--- src/rtl/mem_cfg_pkg.sv ---
// mem_cfg_pkg: shared FSM states, register offsets, decode select bits and helpers
package mem_cfg_pkg;
  typedef enum logic [1:0] {IDLE, WAIT, ACK, HOLD} state_t;
  localparam int ERRCNT_OFS = 2;
  localparam int CTRL_OFS = 1;
  localparam int ID_OFS = 0;
  localparam int SEL_PORT = 3;
  localparam int SEL_ERRCNT = 2;
  localparam int SEL_CTRL = 1;
  localparam int SEL_ID = 0;
  function automatic int idx_w(input int n);
    return n > 1 ? $clog2(n) : 1;
  endfunction
endpackage

--- src/rtl/mem_cfg_decode.sv ---
// mem_cfg_decode: address decode to port index, one-hot register select, read-only and unmapped flags
module mem_cfg_decode
  import mem_cfg_pkg::*;
#(
  parameter int ADDR_W = 8,
  parameter int NUM_PORTS = 4
) (
  input  logic [ADDR_W-1:0]             addr,
  output logic [idx_w(NUM_PORTS)-1:0]   port_idx,
  output logic [3:0]                    reg_sel,
  output logic                          is_ro,
  output logic                          is_unmapped
);
  localparam logic [ADDR_W-1:0] TOP = '1;
  assign port_idx = addr[idx_w(NUM_PORTS)-1:0];
  assign reg_sel[SEL_PORT] = addr < ADDR_W'(NUM_PORTS);
  assign reg_sel[SEL_ERRCNT] = addr == TOP - ADDR_W'(ERRCNT_OFS);
  assign reg_sel[SEL_CTRL] = addr == TOP - ADDR_W'(CTRL_OFS);
  assign reg_sel[SEL_ID] = addr == TOP - ADDR_W'(ID_OFS);
  assign is_ro = reg_sel[SEL_ERRCNT] | reg_sel[SEL_ID];
  assign is_unmapped = ~|reg_sel;
endmodule

--- src/rtl/mem_cfg_regfile.sv ---
// mem_cfg_regfile: port address/enable register bank with wait states, error response and four-phase-safe ack
module mem_cfg_regfile
  import mem_cfg_pkg::*;
#(
  parameter int ADDR_W = 8,
  parameter int DATA_W = 8,
  parameter int NUM_PORTS = 4,
  parameter int WAIT_CYC = 1,
  parameter logic [DATA_W-1:0] ID_VALUE = DATA_W'(8'hA5)
) (
  input  logic                          clk,
  input  logic                          rst_n,
  input  logic                          mem_sel_en,
  input  logic [ADDR_W-1:0]             mem_addr,
  input  logic [DATA_W-1:0]             mem_wr_data,
  input  logic                          mem_wr_rd_s,
  output logic [DATA_W-1:0]             mem_rd_data,
  output logic                          mem_ack,
  output logic                          mem_err,
  output logic [NUM_PORTS*DATA_W-1:0]   port_addr_o,
  output logic [NUM_PORTS-1:0]          port_en_o
);
  localparam int PW = idx_w(NUM_PORTS);
  localparam logic [3:0] LAST = WAIT_CYC == 0 ? 4'd0 : 4'(WAIT_CYC - 1);
  state_t state, state_d;
  logic [3:0] cnt;
  logic [ADDR_W-1:0] cap_addr, acc_addr;
  logic [DATA_W-1:0] cap_wdata, acc_wdata, errcnt_q, rd_mux;
  logic cap_wr, acc_wr, go_ack, acc_err, is_ro, is_unmapped;
  logic [DATA_W-1:0] port_q [NUM_PORTS];
  logic [NUM_PORTS-1:0] ctrl_q;
  logic [PW-1:0] port_idx;
  logic [3:0] reg_sel;
  assign acc_addr = state == IDLE ? mem_addr : cap_addr;
  assign acc_wdata = state == IDLE ? mem_wr_data : cap_wdata;
  assign acc_wr = state == IDLE ? mem_wr_rd_s : cap_wr;
  mem_cfg_decode #(.ADDR_W(ADDR_W), .NUM_PORTS(NUM_PORTS)) u_decode (
    .addr        (acc_addr),
    .port_idx    (port_idx),
    .reg_sel     (reg_sel),
    .is_ro       (is_ro),
    .is_unmapped (is_unmapped)
  );
  always_comb begin
    go_ack = state == IDLE ? mem_sel_en && WAIT_CYC == 0 : state == WAIT && cnt == LAST;
    state_d = state == IDLE ? (mem_sel_en ? (WAIT_CYC == 0 ? ACK : WAIT) : IDLE) :
              state == WAIT ? (cnt == LAST ? ACK : WAIT) :
              state == ACK  ? HOLD : (mem_sel_en ? HOLD : IDLE);
    acc_err = is_unmapped | (acc_wr & is_ro & ~reg_sel[SEL_ERRCNT]);
    rd_mux = reg_sel[SEL_PORT] ? port_q[port_idx] :
             reg_sel[SEL_ERRCNT] ? errcnt_q :
             reg_sel[SEL_CTRL] ? DATA_W'(ctrl_q) :
             reg_sel[SEL_ID] ? ID_VALUE : '0;
  end
  always_ff @(posedge clk) begin
    if (!rst_n) state <= IDLE;
    else state <= state_d;
  end
  always_ff @(posedge clk) begin
    if (!rst_n) begin
      cnt <= '0;
      cap_addr <= '0;
      cap_wdata <= '0;
      cap_wr <= 1'b0;
      ctrl_q <= '0;
      errcnt_q <= '0;
      mem_rd_data <= '0;
      mem_ack <= 1'b0;
      mem_err <= 1'b0;
      for (int i = 0; i < NUM_PORTS; i++) port_q[i] <= '0;
    end else begin
      mem_ack <= go_ack;
      mem_err <= go_ack & acc_err;
      cnt <= state == WAIT ? cnt + 4'd1 : '0;
      if (state == IDLE && mem_sel_en) begin
        cap_addr <= mem_addr;
        cap_wdata <= mem_wr_data;
        cap_wr <= mem_wr_rd_s;
      end
      if (go_ack && !acc_wr) mem_rd_data <= rd_mux;
      if (go_ack && acc_err && errcnt_q != '1) errcnt_q <= errcnt_q + 1'b1;
      if (go_ack && acc_wr && !acc_err) begin
        if (reg_sel[SEL_PORT]) port_q[port_idx] <= acc_wdata;
        if (reg_sel[SEL_CTRL]) ctrl_q <= acc_wdata[NUM_PORTS-1:0];
        if (reg_sel[SEL_ERRCNT]) errcnt_q <= '0;
      end
    end
  end
  for (genvar i = 0; i < NUM_PORTS; i++) begin : g_port
    assign port_addr_o[i*DATA_W +: DATA_W] = port_q[i];
  end
  assign port_en_o = ctrl_q;
endmodule

--- config.mk ---
export PLATFORM = sky130hd
export DESIGN_NAME = mem_cfg_regfile
export DESIGN_NICKNAME = d
export VERILOG_FILES = /design/src/rtl/mem_cfg_pkg.sv /design/src/rtl/mem_cfg_decode.sv /design/src/rtl/mem_cfg_regfile.sv
export SDC_FILE = /design/constraint.sdc
export NUM_CORES = 1
export LEC_CHECK = 0
export ABC_AREA = 1
export BUFFER_PORTS_ARGS = -buffer_cell sky130_fd_sc_hd__buf_2
export CAP_MARGIN = 0
export CORE_MARGIN = 2
export CORE_UTILIZATION = 60
export DETAILED_ROUTE_END_ITERATION = 10
export PLACE_DENSITY = 0.89
export SLEW_MARGIN = 15
export SYNTH_ARGS = -nofsm -noshare
export SYNTH_HDL_FRONTEND = slang
export SYNTH_SLANG_ARGS = --single-unit
--- constraint.sdc ---
create_clock -name clk -period 4.1 [get_ports clk]
set_input_delay 1.025 -clock clk [delete_from_list [all_inputs] [get_ports clk]]
set_output_delay 1.025 -clock clk [all_outputs]
set_load 0.01 [all_outputs]
==> out/metrics.cfg, run 1 <==
[synthesis]
synth_area_leaders=edfxtp_1, dfxtp_1, nand2_1, nor2_1, inv_1
synth_edf_count=32
synth_cell_types=29
ys_seq_area_share_pct=50.98
synth_top_area_share_pct=26.31
syn_area_um2=3652
synth_most_common_cell=nand2_1
synth_nets=489
syn_inst=466
async_flop_share_pct=0
synthFlopType=dfxtp_1
synth_largest_area_cell=edfxtp_1
ys_seq_elements=77
synth-warning-count=0
ys_top_cells_by_count=nand2_1, nor2_1, inv_1
avgSynthCellArea_um2=7.837

[timing]
setup_viol=0
tns_ps=0
worstMarginPinSlew_ps=789.0
fin_ws_ps=879.5
fin_crit_sh_pct=78.55
max_slew_margin_pct=47.05
finalClockSkew_ps=14.90
fmax_ghz=0.3105
finalHoldViolCount=0
rsz0062_at_grt=false
drv_slew=0
min_period_ps=3220

[clocking]
cts-resized-gates=0
ctsLongestPathBuffers=2
cts_tree=yes
hold_buffers=0
cts_buffers=9
cts_sinks=77
h-tree-depth=3
cts.reportedPaths.clkPinSlew_ps=70
clk_latency_ps=350
post_cts_buffers=0
clock-root-buffer=clkbuf_8

[floorplan]
die-area_um2=6727
die_h_um=82.02
ios=66
die_w_um=82.02
rows=28
core_um2=5886
start_util_pct=62.05

[placement]
dp_hpwl_um=6670
place_area_um2=4016
gp_congestion=0.9656
dp_slack_ps=589.4
numPortBuffers=65

[power_and_ir_drop]
p_comb_share_pct=17.5
power_density_nw_per_um2=395.0
leakage_nw=1.966
vdd_drop_max_mv=0.2527
p_sw_uw=503.7
p_total_mw=1.653
seq_power_share_pct=52.0
internal-power_mw=1.149
p_sw_share_pct=30.47
p_clk_share_pct=30.5

[setup_path]
slowest_stage=o21ai_1
cp.required_ps=4070
start_kind=flop
cp_cell_sequence=nor2_4 -> nand2_1 -> nand2_1 -> nand2_1 -> nor2_2 -> nand2_1 -> nand2_1 -> nor2_4 -> nor2_8 -> nand2_1 -> o21ai_1
reg2reg_depth=11
path_class=flop to flop
critical_path.most_common_cell=nand2_1
worst-path-max-fanout=28
end_kind=flop
arrival_ps=3190
max_stage_delay_ps=640

[finish]
fillers=463
nNetsFinal=553
area_delta_synth_final_pct=14.56
fin_util_pct=71.09
antenna_cells=0
design_area_um2=4184
drive_above_1_share_pct=17.20
multi_input_area_um2=1548
seqCellArea_um2=1862

[global_route]
grt_max_degree=30
antenna_found_initial=0
track_usage_pct=28.80
grt_pass1_vias=3145
grt_pass1_wl_um=14630
overflow=0

[detailed_routing]
ant_nets=0
drc_errors=0
vias_per_cell=5.608
routed_wl_um=8971
first_iter_violations=406
vias=3421
post_drt_wl_per_cell_um=14.71
drtPass1Iterations=5

[flow_run]
cap_violations=0

[hold_path]
min_path_type=flop to flop
worstHoldPathCells=2

[status]
status=finished clean

cell type report:
cell class	count	share of cell area, %
Inverter	50	4.486
Clock inverter	5	0.6280
Clock buffer	11	3.379
Multi-Input combinational cell	327	36.99
Sequential cell	77	44.50
Tap cell	75	2.243
Timing Repair Buffer	65	7.775
metrics by stage:
stage / std cells / hold WS, ps
after floorplan: 466 / 429.7
after global placement: 594 / 442.2
after detailed placement: 594 / 446.7
after CTS: 610 / 456.6
after global routing: 610 / 465.3
final: 610 / 454.5
power groups by stage:
stage	logic, mW	registers (mW)	clock network (mW)
2_1_floorplan	0.196	0.881	0
3_3_place_gp	0.275	0.875	0
3_5_place_dp	0.284	0.877	0
4_1_cts	0.286	0.859	0.503
5_1_grt	0.325	0.864	0.529
6_report	0.289	0.860	0.504
placed cells by master (no fill, tap or decap), drive strengths merged:
cell type	count
a211oi	5
a21oi	24
a22oi	4
buf	65
clkbuf	11
clkinv	5
dfxtp	45
edfxtp	32
ha	3
inv	50
nand2	120
nand3	18
nand3b	3
nand4	23
nor2	83
nor3	2
o21ai	31
or2	4
xnor2	1
xor2	6
critical path: cells and delay by family (launching register included):
family             cells  cell delay, ps
and+or+nand+nor       10            1830
AOI/OAI and AO/OA      1             640
DFF                    1             370
path summary, 6_finish.rpt:
kind	start	endpoint	slack, ps
worst max register to register	state[1]$_SDFF_PP0_	port_q[2][0]$_SDFFCE_PN0P_	880
worst min register to register	cap_addr[4]$_SDFFE_PN0P_	cap_addr[4]$_SDFFE_PN0P_	450
worst max-delay path	state[1]$_SDFF_PP0_	port_q[2][0]$_SDFFCE_PN0P_	880
worst min-delay path	cap_addr[4]$_SDFFE_PN0P_	cap_addr[4]$_SDFFE_PN0P_	450
registers in the layout, summed over array words and instances (netlist names):
signal       cells
cap_wr           1
cnt              4
state            2
mem_rd_data      8
errcnt_q         8
mem_err          1
cap_wdata        8
mem_ack          1
cap_addr         8
port_en_o        4
port_q          32
cells by family (layout without fill, tap and decap cells):
logic type,count (synthesis),after routing,share of synthesized area (%)
and+or+nand+nor,253,253,30.28
DFF,77,77,50.98
AOI/OAI and AO/OA,64,64,9.387
buffers and inverters,62,131,6.646
xor gates and xnor gates,7,7,1.679
adders and majority gates,3,3,1.028
layer usage:
layer	share of wire (%)	wire, um	track usage (%)	vias to the layer above
li1	-	-	-	1655
met1	41	3690	36.75	1563
met2	48	4321	47.48	184
met3	8.7	784	6.374	19
met4	2.0	176	11.50	0
met5	0	0	0	-
No activity file was read; power rests on OpenSTA's default activity.
==> run 2, diff against run 1 <==
--- a/config.mk
+++ b/config.mk
@@ -9,9 +9,9 @@
 export BUFFER_PORTS_ARGS = -buffer_cell sky130_fd_sc_hd__buf_2
 export CAP_MARGIN = 0
 export CORE_MARGIN = 2
-export CORE_UTILIZATION = 60
+export CORE_UTILIZATION = 55
 export DETAILED_ROUTE_END_ITERATION = 10
-export PLACE_DENSITY = 0.89
+export PLACE_DENSITY = 0.83
 export SLEW_MARGIN = 15
 export SYNTH_ARGS = -nofsm -noshare
 export SYNTH_HDL_FRONTEND = slang
==> constraint.sdc (replaced) <==
create_clock -name clk -period 3 [get_ports clk]
set_input_delay 0.75 -clock clk [delete_from_list [all_inputs] [get_ports clk]]
set_output_delay 0.75 -clock clk [all_outputs]
set_load 0.01 [all_outputs]
==> run 2 against run 1 <==
- register-to-register slack worse by 600 ps
- final area up 2.0%
- critical path depth unchanged
- first-iteration DRC count down 24%
- critical endpoint is now port_q[0][6]$_SDFFCE_PN0P_
- highest routed layer unchanged
==> out/metrics.cfg, run 2 (synthesis results as in run 1) <==
[setup_path]
cp.required_ps=3020
slowest_stage=nor2_4
path_buf_inv=0
max_stage_delay_ps=460
start_kind=flop
reg2reg_depth=11
path_delay_family=simple AND/OR/NAND/NOR gates
end_kind=flop
path_class=flop to flop
path_depth=11
cp_cell_sequence=nor2_4 -> nand2_1 -> nand2_1 -> nand2_1 -> nor2_2 -> nand2_1 -> nand2_1 -> nor2_4 -> nor2_8 -> nand4_2 -> nand2_1
arrival_ps=2750
critical_path.most_common_cell=nand2_1
worst-path-max-fanout=28

[timing]
worstMarginPinSlew_ps=702.4
finalHoldViolCount=0
fmax_ghz=0.3672
drv_slew=0
rsz0062_at_grt=false
tns_ps=0
finalClockSkew_ps=10.55
fin_crit_sh_pct=90.77
setup_viol=0
whs_ps=454.6
fin_ws_ps=277.0
min_period_ps=2723
max_slew_margin_pct=53.00

[clocking]
clk_latency_ps=360
cts-resized-gates=0
post_cts_buffers=0
cts_sinks=77
cts_buffers=9
clock-root-buffer=clkbuf_8
ctsLongestPathBuffers=2
h-tree-depth=3
cts.reportedPaths.clkPinSlew_ps=80
cts_tree=yes
hold_buffers=0

[finish]
area_delta_synth_final_pct=16.89
nNetsFinal=564
multi_input_area_um2=1548
top_register=port_q
fin_cells=623
design_area_um2=4269
drive_above_1_share_pct=18.68
seqCellArea_um2=1862
fillers=542
final_cell_mix=nand2_1, nor2_1, buf_2
final_common_cell=nand2_1
fin_util_pct=66.85
largest_reg_flops=32
antenna_cells=0

[floorplan]
core_um2=6386
die_w_um=85.49
ios=66
die-area_um2=7309
start_util_pct=57.19
rows=29
die_h_um=85.49

[flow_run]
cap_violations=0

[detailed_routing]
vias_per_cell=5.384
drc_errors=0
vias=3354
drtPass1Iterations=5
routed_wl_um=8758
first_iter_violations=308
post_drt_wl_per_cell_um=14.06
ant_nets=0

[global_route]
grt_pass1_vias=3081
grt_max_degree=30
grt_pass1_wl_um=14400
overflow=0
track_usage_pct=25.05
antenna_found_initial=0

[placement]
gp_congestion=0.9212
dp.cells=607
place_area_um2=4101
numPortBuffers=65
dp_slack_ps=320.3
dp_hpwl_um=6527

[power_and_ir_drop]
power_density_nw_per_um2=532.1
internal-power_mw=1.573
p_total_mw=2.272
p_comb_share_pct=18.4
p_sw_uw=699.0
p_sw_share_pct=30.77
seq_power_share_pct=51.7
leakage_nw=2.003
vdd_drop_max_mv=0.4084
p_clk_share_pct=30.0

[status]
status=finished clean

[hold_path]
worstHoldPathCells=2
min_path_type=flop to flop

## run 2: changes by cell type in the layout (fill, tap and decap cells not counted)
cell        before  now
clkinvlp_4       0    3
clkbuf_8        10    9
clkbuf_1         1    2
buf_4            0   11
clkinv_2         4    1
inv_6            0    1
inv_4            1    0
## run 2: final timing paths
path         slack (ps)                         end                     start
max                 280  port_q[0][6]$_SDFFCE_PN0P_       state[1]$_SDFF_PP0_
min                 450    cap_addr[4]$_SDFFE_PN0P_  cap_addr[4]$_SDFFE_PN0P_
max reg2reg         280  port_q[0][6]$_SDFFCE_PN0P_       state[1]$_SDFF_PP0_
min reg2reg         450    cap_addr[4]$_SDFFE_PN0P_  cap_addr[4]$_SDFFE_PN0P_
## run 2: worst reg2reg max path: cells and delay by family, from the launching register on
kind,cells,cell delay [ps]
simple gates,11,2020
flops,1,370
## run 2: cell type report
| class | count | area share [%] |
|---|---|---|
| clock inverters | 5 | 0.8499 |
| flip-flops and latches | 77 | 43.61 |
| inverters | 50 | 4.396 |
| clock buffers | 11 | 3.077 |
| well taps | 77 | 2.257 |
| multi-input cells | 327 | 36.25 |
| repair buffers | 76 | 9.555 |
## run 2: power groups by stage
stage	combinational (mW)	clock, mW	sequential (mW)
after floorplan	0.267	0	1.20
after global placement	0.403	0	1.20
after detailed placement	0.412	0	1.20
after CTS	0.414	0.690	1.17
after global routing	0.467	0.733	1.18
final	0.417	0.681	1.17
## run 2: routing by layer
layer / share of wire (%) / GRT usage, %
met4: 2.4 / 9.812
met5: 0 / 0
met2: 47 / 39.28
met1: 43 / 33.23
met3: 8.3 / 6.833
